File: config.mk
export PLATFORM = sky130hd
export DESIGN_NAME = multicycle_controller
export DESIGN_NICKNAME = d
export VERILOG_FILES = /design/src/rtl/multicycle_controller.sv
export SDC_FILE = /design/constraint.sdc
export NUM_CORES = 1
export LEC_CHECK = 0
export CORE_MARGIN = 5
export CORE_UTILIZATION = 36
export DETAILED_ROUTE_END_ITERATION = 6
export GPL_TIMING_DRIVEN = 0
export PLACE_DENSITY_LB_ADDON = 0.12
export SLEW_MARGIN = 25
export SYNTH_ARGS = -nofsm -noshare
export SYNTH_HDL_FRONTEND = slang
export SYNTH_SLANG_ARGS = --single-unit
File: constraint.sdc
create_clock -name clk -period 1.8 [get_ports clk]
set_input_delay 0.45 -clock clk [delete_from_list [all_inputs] [get_ports clk]]
set_output_delay 0.45 -clock clk [all_outputs]
set_load 0.02 [all_outputs]
File: src/rtl/multicycle_controller.sv
// Main control FSM for the multicycle MIPS datapath.
// Sequences fetch/decode/execute/memory/writeback from the IR opcode.
module multicycle_controller #(
  parameter bit MEM_WAIT_EN = 1'b1
) (
  input  logic       clk,
  input  logic       reset,
  input  logic [5:0] op,
  input  logic       zero,
  input  logic       mem_ready,
  output logic       memtoreg,
  output logic       regdst,
  output logic       iord,
  output logic [1:0] pcsrc,
  output logic       alusrca,
  output logic [1:0] alusrcb,
  output logic [1:0] aluop,
  output logic       irwrite,
  output logic       memwrite,
  output logic       pcwrite,
  output logic       branch,
  output logic       regwrite,
  output logic       pcen,
  output logic       illegal_op,
  output logic [3:0] state
);

  typedef enum logic [3:0] {
    FETCH   = 4'd0,
    DECODE  = 4'd1,
    MEMADR  = 4'd2,
    MEMRD   = 4'd3,
    MEMWB   = 4'd4,
    MEMWR   = 4'd5,
    RTYPEEX = 4'd6,
    RTYPEWB = 4'd7,
    BEQEX   = 4'd8,
    ADDIEX  = 4'd9,
    ADDIWB  = 4'd10,
    JEX     = 4'd11
  } st_t;

  localparam logic [5:0] OP_LW   = 6'b100011;
  localparam logic [5:0] OP_SW   = 6'b101011;
  localparam logic [5:0] OP_RTYP = 6'b000000;
  localparam logic [5:0] OP_BEQ  = 6'b000100;
  localparam logic [5:0] OP_ADDI = 6'b001000;
  localparam logic [5:0] OP_J    = 6'b000010;

  st_t cur, nxt;
  logic rdy;

  assign rdy   = mem_ready | ~MEM_WAIT_EN;
  assign state = cur;
  assign pcen  = pcwrite | (branch & zero);

  always_ff @(posedge clk) begin
    if (reset) cur <= FETCH;
    else       cur <= nxt;
  end

  always_comb begin
    nxt = FETCH;
    unique case (cur)
      FETCH:   nxt = rdy ? DECODE : FETCH;
      DECODE: begin
        unique case (op)
          OP_LW, OP_SW: nxt = MEMADR;
          OP_RTYP:      nxt = RTYPEEX;
          OP_BEQ:       nxt = BEQEX;
          OP_ADDI:      nxt = ADDIEX;
          OP_J:         nxt = JEX;
          default:      nxt = FETCH;
        endcase
      end
      MEMADR:  nxt = (op == OP_LW) ? MEMRD : MEMWR;
      MEMRD:   nxt = rdy ? MEMWB : MEMRD;
      MEMWB:   nxt = FETCH;
      MEMWR:   nxt = rdy ? FETCH : MEMWR;
      RTYPEEX: nxt = RTYPEWB;
      RTYPEWB: nxt = FETCH;
      BEQEX:   nxt = FETCH;
      ADDIEX:  nxt = ADDIWB;
      ADDIWB:  nxt = FETCH;
      JEX:     nxt = FETCH;
      default: nxt = FETCH;
    endcase
  end

  always_comb begin
    memtoreg   = 1'b0;
    regdst     = 1'b0;
    iord       = 1'b0;
    pcsrc      = 2'b00;
    alusrca    = 1'b0;
    alusrcb    = 2'b00;
    aluop      = 2'b00;
    irwrite    = 1'b0;
    memwrite   = 1'b0;
    pcwrite    = 1'b0;
    branch     = 1'b0;
    regwrite   = 1'b0;
    illegal_op = 1'b0;
    unique case (cur)
      FETCH: begin
        alusrcb = 2'b01;
        irwrite = rdy;
        pcwrite = rdy;
      end
      DECODE: begin
        alusrcb = 2'b11;
        unique case (op)
          OP_LW, OP_SW, OP_RTYP,
          OP_BEQ, OP_ADDI, OP_J: illegal_op = 1'b0;
          default:               illegal_op = 1'b1;
        endcase
      end
      MEMADR: begin
        alusrca = 1'b1;
        alusrcb = 2'b10;
      end
      MEMRD: iord = 1'b1;
      MEMWB: begin
        memtoreg = 1'b1;
        regwrite = 1'b1;
      end
      MEMWR: begin
        iord     = 1'b1;
        memwrite = 1'b1;
      end
      RTYPEEX: begin
        alusrca = 1'b1;
        aluop   = 2'b10;
      end
      RTYPEWB: begin
        regdst   = 1'b1;
        regwrite = 1'b1;
      end
      BEQEX: begin
        alusrca = 1'b1;
        aluop   = 2'b01;
        pcsrc   = 2'b01;
        branch  = 1'b1;
      end
      ADDIEX: begin
        alusrca = 1'b1;
        alusrcb = 2'b10;
      end
      ADDIWB: regwrite = 1'b1;
      JEX: begin
        pcsrc   = 2'b10;
        pcwrite = 1'b1;
      end
      default: ;
    endcase
  end

endmodule

==> results.json <==
{
  "port_buffers": 30,
  "dr_total_vias": 789,
  "synth.avg_cell_area_um2": 6.56,
  "die_w_um": 48.4,
  "track_usage_pct": 15.7,
  "p_switching_w": 0.000110,
  "core_area_um2": 1350,
  "crit_fanout": 3,
  "dpl-instance-area_um2": 868,
  "fmax_mhz": 539,
  "seqPwrFrac_pct": 28.1,
  "die_h_um": 48.4,
  "cts_tree": "done",
  "synth_nets": 91,
  "power.internal_w": 0.000219,
  "rsz0062_at_grt": "yes",
  "drt-wirelength-per-cell_um": 14.3,
  "worst_slack_ns": -0.0542,
  "netlist_area_um2": 532,
  "grt_pass1_vias": 654,
  "gp_congestion": 0.813,
  "arrival_ns": 1.40,
  "largest_reg_flops": 4,
  "hold_path.class": "in -> reg",
  "drive_gt1_share_pct": 50.0,
  "slew_viol_final": 0,
  "fin_setup_tns_ns": -0.102,
  "avgViaCountPerCell": 5.68,
  "ioPinCount": 31,
  "grt_start_max_net_pins": 11,
  "synth_area_leader_cell": "dfxtp_1",
  "drt_iter0_drc": 27,
  "clk-insertion-delay-late_ns": 0.25,
  "p_clk_share_pct": 35.9,
  "yosysWarnings": 0,
  "worst_path_max_delay_cell": "dlygate4sd2_1",
  "cp_data_required_time_ns": 1.35,
  "grt_overflow": 0,
  "first_pass_iters": 4,
  "combPwrFrac_pct": 36.0,
  "n_antenna_cell": 0,
  "drv_cap": 0,
  "area_growth_pct": 92.5,
  "drtAntennaViolNets": 0,
  "synthCells": 81,
  "dieArea_um2": 2350,
  "hold_viol": 0,
  "finalWirelength_um": 1990,
  "rrSetupSlack_ns": 0.35,
  "violations": "negative setup slack",
  "synth_area_leaders": "dfxtp_1 (15%), nor2_1 (7.1%), nor3_1 (6.6%), a21oi_1 (5.6%), nand2b_1 (4.7%)",
  "start_util_pct": 39.4,
  "cellLeakagePower_nw": 0.446,
  "grt_antenna_before_repair": 0,
  "hold_buffers": 0,
  "ys_seq_elements": 4,
  "worst_setup_hold_path_clk_slew_ns": 0.04,
  "num-nets-final": 136,
  "path_cells": "dlygate4sd2_1 > or2_4 > a21oi_2 > and3b_1 > buf_6",
  "finalSetupViolCount": 2,
  "period_share_pct": 103,
  "clock-sinks": 4,
  "relSlewSlack_pct": 76.2,
  "grt_first_pass_wirelength_um": 2960,
  "max_stage_delay_ns": 0.25,
  "yosysUniqueCellTypes": 33,
  "skew_ns": 0.000538,
  "dpl.hpwl_um": 1360,
  "p_per_area_nw_per_um2": 321,
  "ir_worst_vdd_mv": 0.345,
  "worstMarginPinSlew_ns": 0.347,
  "yosysTopAreaCellShare_pct": 15.1,
  "drc_errors": 0,
  "fin_area_um2": 1020,
  "yosysSeqAreaShare_pct": 15.1,
  "htreeDepth": 1,
  "switching_share_pct": 33.5,
  "cts_root_buffer": "clkbuf_4",
  "fin_crit_ns": 1.85,
  "placementRows": 13,
  "cts_buffers": 3,
  "status": "finished with violations",
  "critPathKind": "in -> out",
  "cp-end-kind": "output pin",
  "post-place-ws_ns": -0.835,
  "cts_buffer_depth": 2,
  "startpoint_type": "input port"
}
[cells by family (layout without fill, tap and decap cells)]
group | Yosys count | after routing | share of synthesized area [%]
DFF | 4 | 4 | 15.1
muxes | 1 | 1 | 1.88
buffers and inverters | 11 | 54 | 10.1
AOI/OAI and AO/OA | 21 | 21 | 26.1
xor gates and xnor gates | 3 | 3 | 4.94
and+or+nand+nor | 41 | 41 | 41.9
[power groups by stage]
stage	logic (W)	clock network [W]	registers [W]
floorplan	0.0000493	0	0.0000984
global placement	0.000106	0	0.0000970
detailed placement	0.000108	0	0.0000970
CTS	0.000107	0.000123	0.0000937
global route	0.000126	0.000126	0.0000927
finish	0.000118	0.000118	0.0000924
[what timing repair did]
action                                  CTS  global route
resized for setup                        82            29
pin swaps                                 7             3
buffers inserted                          4             7
cloned                                    0             1
endpoints found under the setup margin   18            16
[cells in the final DEF, fill, tap and decap left out, types with 2 or more instances in the layout]
cell type / count
nand2b_4: 2
nand4_1: 2
nor2_1: 7
nor3_1: 5
buf_4: 12
or2_4: 2
xor2_1: 2
or3b_2: 2
nand2_1: 2
o21ai_0: 5
dlygate4sd2_1: 3
clkdlybuf4s15_1: 2
nand2b_1: 2
a21oi_1: 5
buf_6: 3
clkdlybuf4s15_2: 2
nand3_1: 3
a21o_1: 2
clkbuf_2: 7
nor3_4: 2
clkdlybuf4s50_1: 5
clkbuf_4: 3
o31ai_1: 2
inv_2: 2
buf_2: 8
nor2_2: 3
dfxtp_4: 3
buf_8: 2
[Yosys cell counts, drive strengths merged]
| library cell | instances |
|---|---|
| a2111oi | 2 |
| a21o | 2 |
| a21oi | 6 |
| a22oi | 1 |
| a31oi | 1 |
| and3b | 1 |
| and4 | 1 |
| buf | 5 |
| clkbuf | 2 |
| dfxtp | 4 |
| inv | 4 |
| mux2i | 1 |
| nand2 | 4 |
| nand2b | 4 |
| nand3 | 4 |
| nand3b | 1 |
| nand4 | 2 |
| nor2 | 10 |
| nor3 | 7 |
| o2111ai | 1 |
| o211ai | 1 |
| o21ai | 5 |
| o31ai | 2 |
| or2 | 2 |
| or3 | 1 |
| or3b | 3 |
| or4 | 1 |
| xnor2 | 1 |
| xor2 | 2 |
[critical path, delay by kind of cell]
kind | cells | cell delay (ns)
AO/OA/AOI/OAI | 1 | 0.12
buffers and inverters | 2 | 0.38
AND/OR/NAND/NOR | 2 | 0.45
[final cells by class]
class                   count  area [µm²]
clock buffers               3        22.5
fillers                   114         327
plain buffers               5        56.3
well taps                  15        18.8
repair buffers             42         349
flip-flops and latches      4        92.6
multi-input cells          66         467
inverters                   4        17.5
[stage by stage]
| stage | std cells | hold WS, ns | util (%) | total power [W] |
|---|---|---|---|---|
| floorplan | 81 | 0.532 | - | 0.000148 |
| global placement | 126 | 0.679 | 64.3 | 0.000203 |
| detailed placement | 126 | 0.678 | 64.3 | 0.000205 |
| CTS | 131 | 0.621 | 71.8 | 0.000323 |
| global route | 139 | 0.647 | 75.8 | 0.000345 |
| finish | 139 | 0.632 | 75.8 | 0.000329 |
[layer usage]
layer | vias to the layer above | track usage [%] | wire, µm
met1 | 360 | 16.5 | 820
met3 | 6 | 6.42 | 177
li1 | 378 | - | -
met2 | 45 | 26.3 | 949
met4 | 0 | 7.83 | 44
met5 | - | 0 | 0
[path summary, 6_finish.rpt]
| check | end | from | depth (start not counted) |
|---|---|---|---|
| setup / recovery | illegal_op | op[4] | 5 |
| hold / removal | state[0] | op[3] | 4 |
| setup reg to reg | state[1] | state[3] | 6 |
| hold reg to reg | state[3] | state[2] | 2 |
No activity file was read; power rests on OpenSTA's default activity.
==> RTL change 1, RTL diff (same settings) <==
Change the parameter `MEM_WAIT_EN` from 1'b1 to 1'b0.
--- a/src/rtl/multicycle_controller.sv
+++ b/src/rtl/multicycle_controller.sv
@@ -3,3 +3,3 @@
 module multicycle_controller #(
-  parameter bit MEM_WAIT_EN = 1'b1
+  parameter bit MEM_WAIT_EN = 1'b0
 ) (
Function: changed (a bounded check fails within 4 cycles, from zero or initial values and one cycle with reset high).
==> RTL change 1 against the original RTL <==
- the flow still finishes with violations (setup timing)
- routed wire length down 12%
- final cell count down 7.9%
- worst setup slack worse by 21 ps
- highest routed layer unchanged
- largest power group unchanged
- utilization down 5.0 points
- design area down 11%
- worst hold slack worse by 91 ps
- area after synthesis down 8.5%
- total power up 4.3%
- sequential cell count unchanged
==> RTL change 1: results (changes against the original RTL) <==
Parameter                              Value

Clocking
  Number of gates resized after CTS    69 (was 82)
  Clock network latency to the later pin of the worst-skew pair    230 ps (was 250 ps)

Detailed routing
  Wire per inst    13.7 um (was 14.3 um)
  Total via count after detailed routing    671 (was 789)
  DRC violation total after the first TritonRoute iteration    7 (was 27)

Status
  Violated checks    setup timing (unchanged)
  Result of the run    finished, violations left (unchanged)

Final layout
  Non-filler instance count after layout    128 (was 139)
  Ratio of cells with drive above 1 in the final layout    47.8% (was 50.0%)
  Nets    125 (was 136)
  Fillcell total    119 (was 114)

Critical path
  Critical Path AT    1430 ps (was 1400 ps)
  Slowest library cell on the worst path    sky130_fd_sc_hd__nor4_2 (was sky130_fd_sc_hd__dlygate4sd2_1)
  Crit path max fanout    5 (was 3)

STA
  Number of endpoints failing setup at the final stage    1 (was 2)
  Worst clock skew    2.23 ps (was 0.538 ps)
  Worst relative slew slack    82.1% (was 76.2%)
  Post-route worst setup slack    -75.3 ps (was -54.2 ps)
  Setup TNS    -75.3 ps (was -102 ps)

Place
  Cell total after placement    116 (was 126)
  Number of buffer cells added on primary ports    29 (was 30)
  HPWL after detailed placement    1.19 mm (was 1.36 mm)
  GPL Wtd Cong    0.795 (was 0.813)

Yosys
  Post-Syn Instances    72 (was 81)
  Share of the yosys chip area belonging to registers    16.5% (was 15.1%)
  Most instantiated cells after synthesis    9 x sky130_fd_sc_hd__nor2_1, 8 x sky130_fd_sc_hd__nor3_1, 6 x sky130_fd_sc_hd__a21oi_1 (was 10 x sky130_fd_sc_hd__nor2_1, 7 x sky130_fd_sc_hd__nor3_1, 6 x sky130_fd_sc_hd__a21oi_1)
  Number of distinct standard cells referenced by the synthesized netlist    28 (was 33)
  Synthesized netlist net count    82 (was 91)
  Area contributors post-synth    sky130_fd_sc_hd__dfxtp_1 16%, sky130_fd_sc_hd__nor3_1 8.2%, sky130_fd_sc_hd__xor2_1 7.2% (was sky130_fd_sc_hd__dfxtp_1 15%, sky130_fd_sc_hd__nor2_1 7.1%, sky130_fd_sc_hd__nor3_1 6.6%)

Global route
  Wire length of the first global-routing pass    2.70 mm (was 2.96 mm)
  Antenna violations before repair    0 (unchanged)
  Total routing usage reported by global routing    17.0% (was 15.7%)
  Number of global-route vias before repair    664 (was 654)

Power
  Leakage component of the power    0.413 nW (was 0.446 nW)
  Worst ir drop on vdd    0.346 mV (was 0.345 mV)
## RTL change 1: power breakdown
| group | switching (mW) | internal (mW) | leakage, nW |
|---|---|---|---|
| clock network | 0.0335 | 0.0744 | 0.0138 |
| logic | 0.0714 | 0.0677 | 0.364 |
| registers | 0.00694 | 0.0886 | 0.0352 |
## RTL change 1: final timing paths
check,from,end,slack (ps),depth (start not counted)
worst max-delay path,op[3],illegal_op,-80,6
worst min-delay path,op[2],state[0],540,4
worst max register to register,state[3],state[1],520,5
worst min register to register,state[1],state[0],620,2
## RTL change 1: cell families (layout without fill, tap and decap cells)
logic type	after synthesis	after routing	synth area share, %
xor+xnor	4	4	7.20
buf+inv	7	48	7.71
flops	4	4	16.5
compound gates	16	16	21.3
simple gates	41	41	47.3
## RTL change 1: cell type report
class / count / area share [%]
Tap cell: 15 / 2.06
Clock buffer: 3 / 2.48
Inverter: 2 / 0.825
Timing Repair Buffer: 38 / 32.9
Sequential cell: 4 / 10.2
Buffer: 5 / 5.36
Multi-Input combinational cell: 61 / 46.2
## RTL change 1: metrics by stage
| stage | area (sq um) | util, % | power (mW) | hold WS (ps) | setup WS [ps] |
|---|---|---|---|---|---|
| finish | 910 | 70.8 | 0.343 | 541 | -75.3 |
| global route | 910 | 70.8 | 0.365 | 554 | -161 |
| CTS | 883 | 68.7 | 0.339 | 621 | -155 |
| detailed placement | 807 | 62.8 | 0.234 | 668 | -888 |
| global placement | 807 | 62.8 | 0.233 | 652 | -900 |
| floorplan | 498 | - | 0.168 | 613 | -0.204 |
## RTL change 1: routing by layer
metal	up-vias	routed length (um)	global-route usage [%]	share of wire, %
met2	18	902	28.2	52
li1	342	-	-	-
met5	-	0	0	0
met1	309	741	20.5	42
met4	0	20	10.5	1.1
met3	2	83	2.30	4.7
==> RTL change 2, RTL diff (same settings) <==
Without the edit above. Make the reset (`reset`) asynchronous in one clocked block.
--- a/src/rtl/multicycle_controller.sv
+++ b/src/rtl/multicycle_controller.sv
@@ -56,3 +56,3 @@
 
-  always_ff @(posedge clk) begin
+  always_ff @(posedge clk or posedge reset) begin
     if (reset) cur <= FETCH;
Function: differs if reset is asserted again (counterexample within 4 cycles, from zero or initial values and one cycle with reset high); with reset held inactive, the same outputs for 10 cycles.
==> RTL change 2 against the original RTL <==
- the run still ends with setup timing left
- sequential cell count unchanged
- worst setup slack lost 180 ps
- via count increased by 2.0%
- critical path depth shrank 1
- final cell count down 1.4%
- design area grew 6.2%
- non-clock buffer count rose by 6
- routed wire length rose by 24%
- fmax down 8.8%
- area after synthesis unchanged
- largest cell class unchanged
Power is not compared: it rests on default switching activity, and its combinational part moved more than twofold at a synthesized area within 25%.
==> RTL change 2: results (changes against the original RTL) <==
Parameter                              Value

Critical path
  Worst R2R Start    state[1] (was state[3])
  Reg2Reg Capture Point    state[0] (was state[1])
  Reg-to-reg setup timing slack    40 ps (was 350 ps)
  Slowest library cell on the worst path    sky130_fd_sc_hd__or4b_4 (was sky130_fd_sc_hd__dlygate4sd2_1)
  Length in cells of the worst reg-to-reg path    5 (was 6)
  Crit-path max cell delay    570 ps (was 250 ps)

Yosys
  Average instance area after synthesis    7.39 sq um (was 6.56 sq um)
  Synthesized netlist net count    82 (was 91)
  Primary flip-flop cell chosen by synthesis mapping    sky130_fd_sc_hd__dfrtp_1 (was sky130_fd_sc_hd__dfxtp_1)
  Number of distinct standard cells referenced by the synthesized netlist    34 (was 33)
  Most instantiated cells after synthesis    7 x sky130_fd_sc_hd__nor3_1, 6 x sky130_fd_sc_hd__nor2_1, 5 x sky130_fd_sc_hd__buf_4, 5 x sky130_fd_sc_hd__nand2b_1 (was 10 x sky130_fd_sc_hd__nor2_1, 7 x sky130_fd_sc_hd__nor3_1, 6 x sky130_fd_sc_hd__a21oi_1)
  Area contributors post-synth    sky130_fd_sc_hd__dfrtp_1 19%, sky130_fd_sc_hd__buf_4 7.1%, sky130_fd_sc_hd__nor3_1 6.6% (was sky130_fd_sc_hd__dfxtp_1 15%, sky130_fd_sc_hd__nor2_1 7.1%, sky130_fd_sc_hd__nor3_1 6.6%)
  Share of the yosys chip area belonging to registers    18.8% (was 15.1%)

STA
  Number of endpoints failing setup at the final stage    11 (was 2)
  Post-route worst setup slack    -232 ps (was -54.2 ps)
  Worst clock skew    3.11 ps (was 0.538 ps)

Final layout
  Nets    133 (was 136)
  Ratio of cells with drive above 1 in the final layout    57.4% (was 50.0%)

Global route
  Number of global-route vias before repair    761 (was 654)
  Wire length of the first global-routing pass    3.48 mm (was 2.96 mm)
  Total routing usage reported by global routing    18.6% (was 15.7%)

Detailed routing
  Total via count after detailed routing    805 (was 789)
  Wire per inst    18.0 um (was 14.3 um)
  DRC violation total after the first TritonRoute iteration    24 (was 27)
  Vias/cell    5.88 (was 5.68)

Status
  Result of the run    finished, violations left (unchanged)
  Violated checks    setup timing (unchanged)

Min path
  Type of the worst min-delay path    in2async (was in2reg)

Place
  Cell total after placement    116 (was 126)
  HPWL after detailed placement    1.33 mm (was 1.36 mm)
  Number of buffer cells added on primary ports    29 (was 30)
  GPL Wtd Cong    0.814 (was 0.813)
  Post-placement setup slack    -978 ps (was -835 ps)
## RTL change 2: cell count changes in the layout (fill, tap and decap cells not counted), sizes merged, moves of 3 or more
cell    before  now
buf         26   37
and3         0    4
dfrtp        0    4
dfxtp        4    0
nor2        10    6
clkbuf      11    8
nand3        4    1
or3b         3    0
## RTL change 2: how the worst max path moves through the flow
stage | slack, ps | start | depth (start not counted) | end
floorplan | -80 | state[0] | 3 | pcen
global placement | -980 | mem_ready | 5 | pcen
detailed placement | -980 | mem_ready | 5 | pcen
CTS | -230 | state[1] | 4 | pcen
global route | -280 | state[3] | 4 | pcen
finish | -230 | state[3] | 4 | pcen
## RTL change 2: repair_timing
item	in CTS	in global routing
setup endpoints to repair	19	18
buffers inserted	13	4
resized for setup	96	27
pin swaps	5	7
## RTL change 2: area by class of cell
type / instances / share of cell area [%]
Clock buffer: 4 / 2.42
Multi-Input combinational cell: 58 / 45.6
Sequential cell: 4 / 9.55
Inverter: 3 / 1.04
Tap cell: 15 / 1.73
Timing Repair Buffer: 46 / 34.2
Buffer: 7 / 5.52
## RTL change 2: power groups by stage
stage	Clock, mW	Combinational (mW)	Sequential [mW]
final	0.126	0.503	0.124
after global routing	0.140	0.528	0.126
after CTS	0.134	0.418	0.122
after detailed placement	0	0.397	0.123
after global placement	0	0.391	0.124
after floorplan	0	0.219	0.133
## RTL change 2: layer usage
metal,global-route usage [%],share of wire [%],vias up
li1,-,-,370
met1,18.0,35,387
met2,34.1,54,40
met3,6.12,7.7,8
met4,9.22,2.9,0
met5,0,0,-
## RTL change 2: worst reg2reg max path: stages, from the launching register on
cell and delay (ps):
sky130_fd_sc_hd__dfrtp_2 430, sky130_fd_sc_hd__buf_4 140, sky130_fd_sc_hd__buf_6 110, sky130_fd_sc_hd__or2b_4 270
sky130_fd_sc_hd__or4_1 530, sky130_fd_sc_hd__a31oi_1 180
## RTL change 2: cells by family (layout without fill, tap and decap cells)
logic type / count (synthesis) / in the layout / synth area share, %
muxes: 1 / 1 / 2.12
DFF: 4 / 4 / 18.8
xor gates and xnor gates: 3 / 3 / 4.94
buffers and inverters: 10 / 60 / 10.8
AOI/OAI and AO/OA: 19 / 19 / 24.0
and+or+nand+nor: 35 / 35 / 39.3
## RTL change 2: metrics by stage
stage | TNS, ps | hold slack (ps)
after floorplan | -141 | 216
after global placement | -6510 | 635
final | -1530 | 423
after global routing | -2310 | 428
after CTS | -1350 | 394
after detailed placement | -6720 | 655
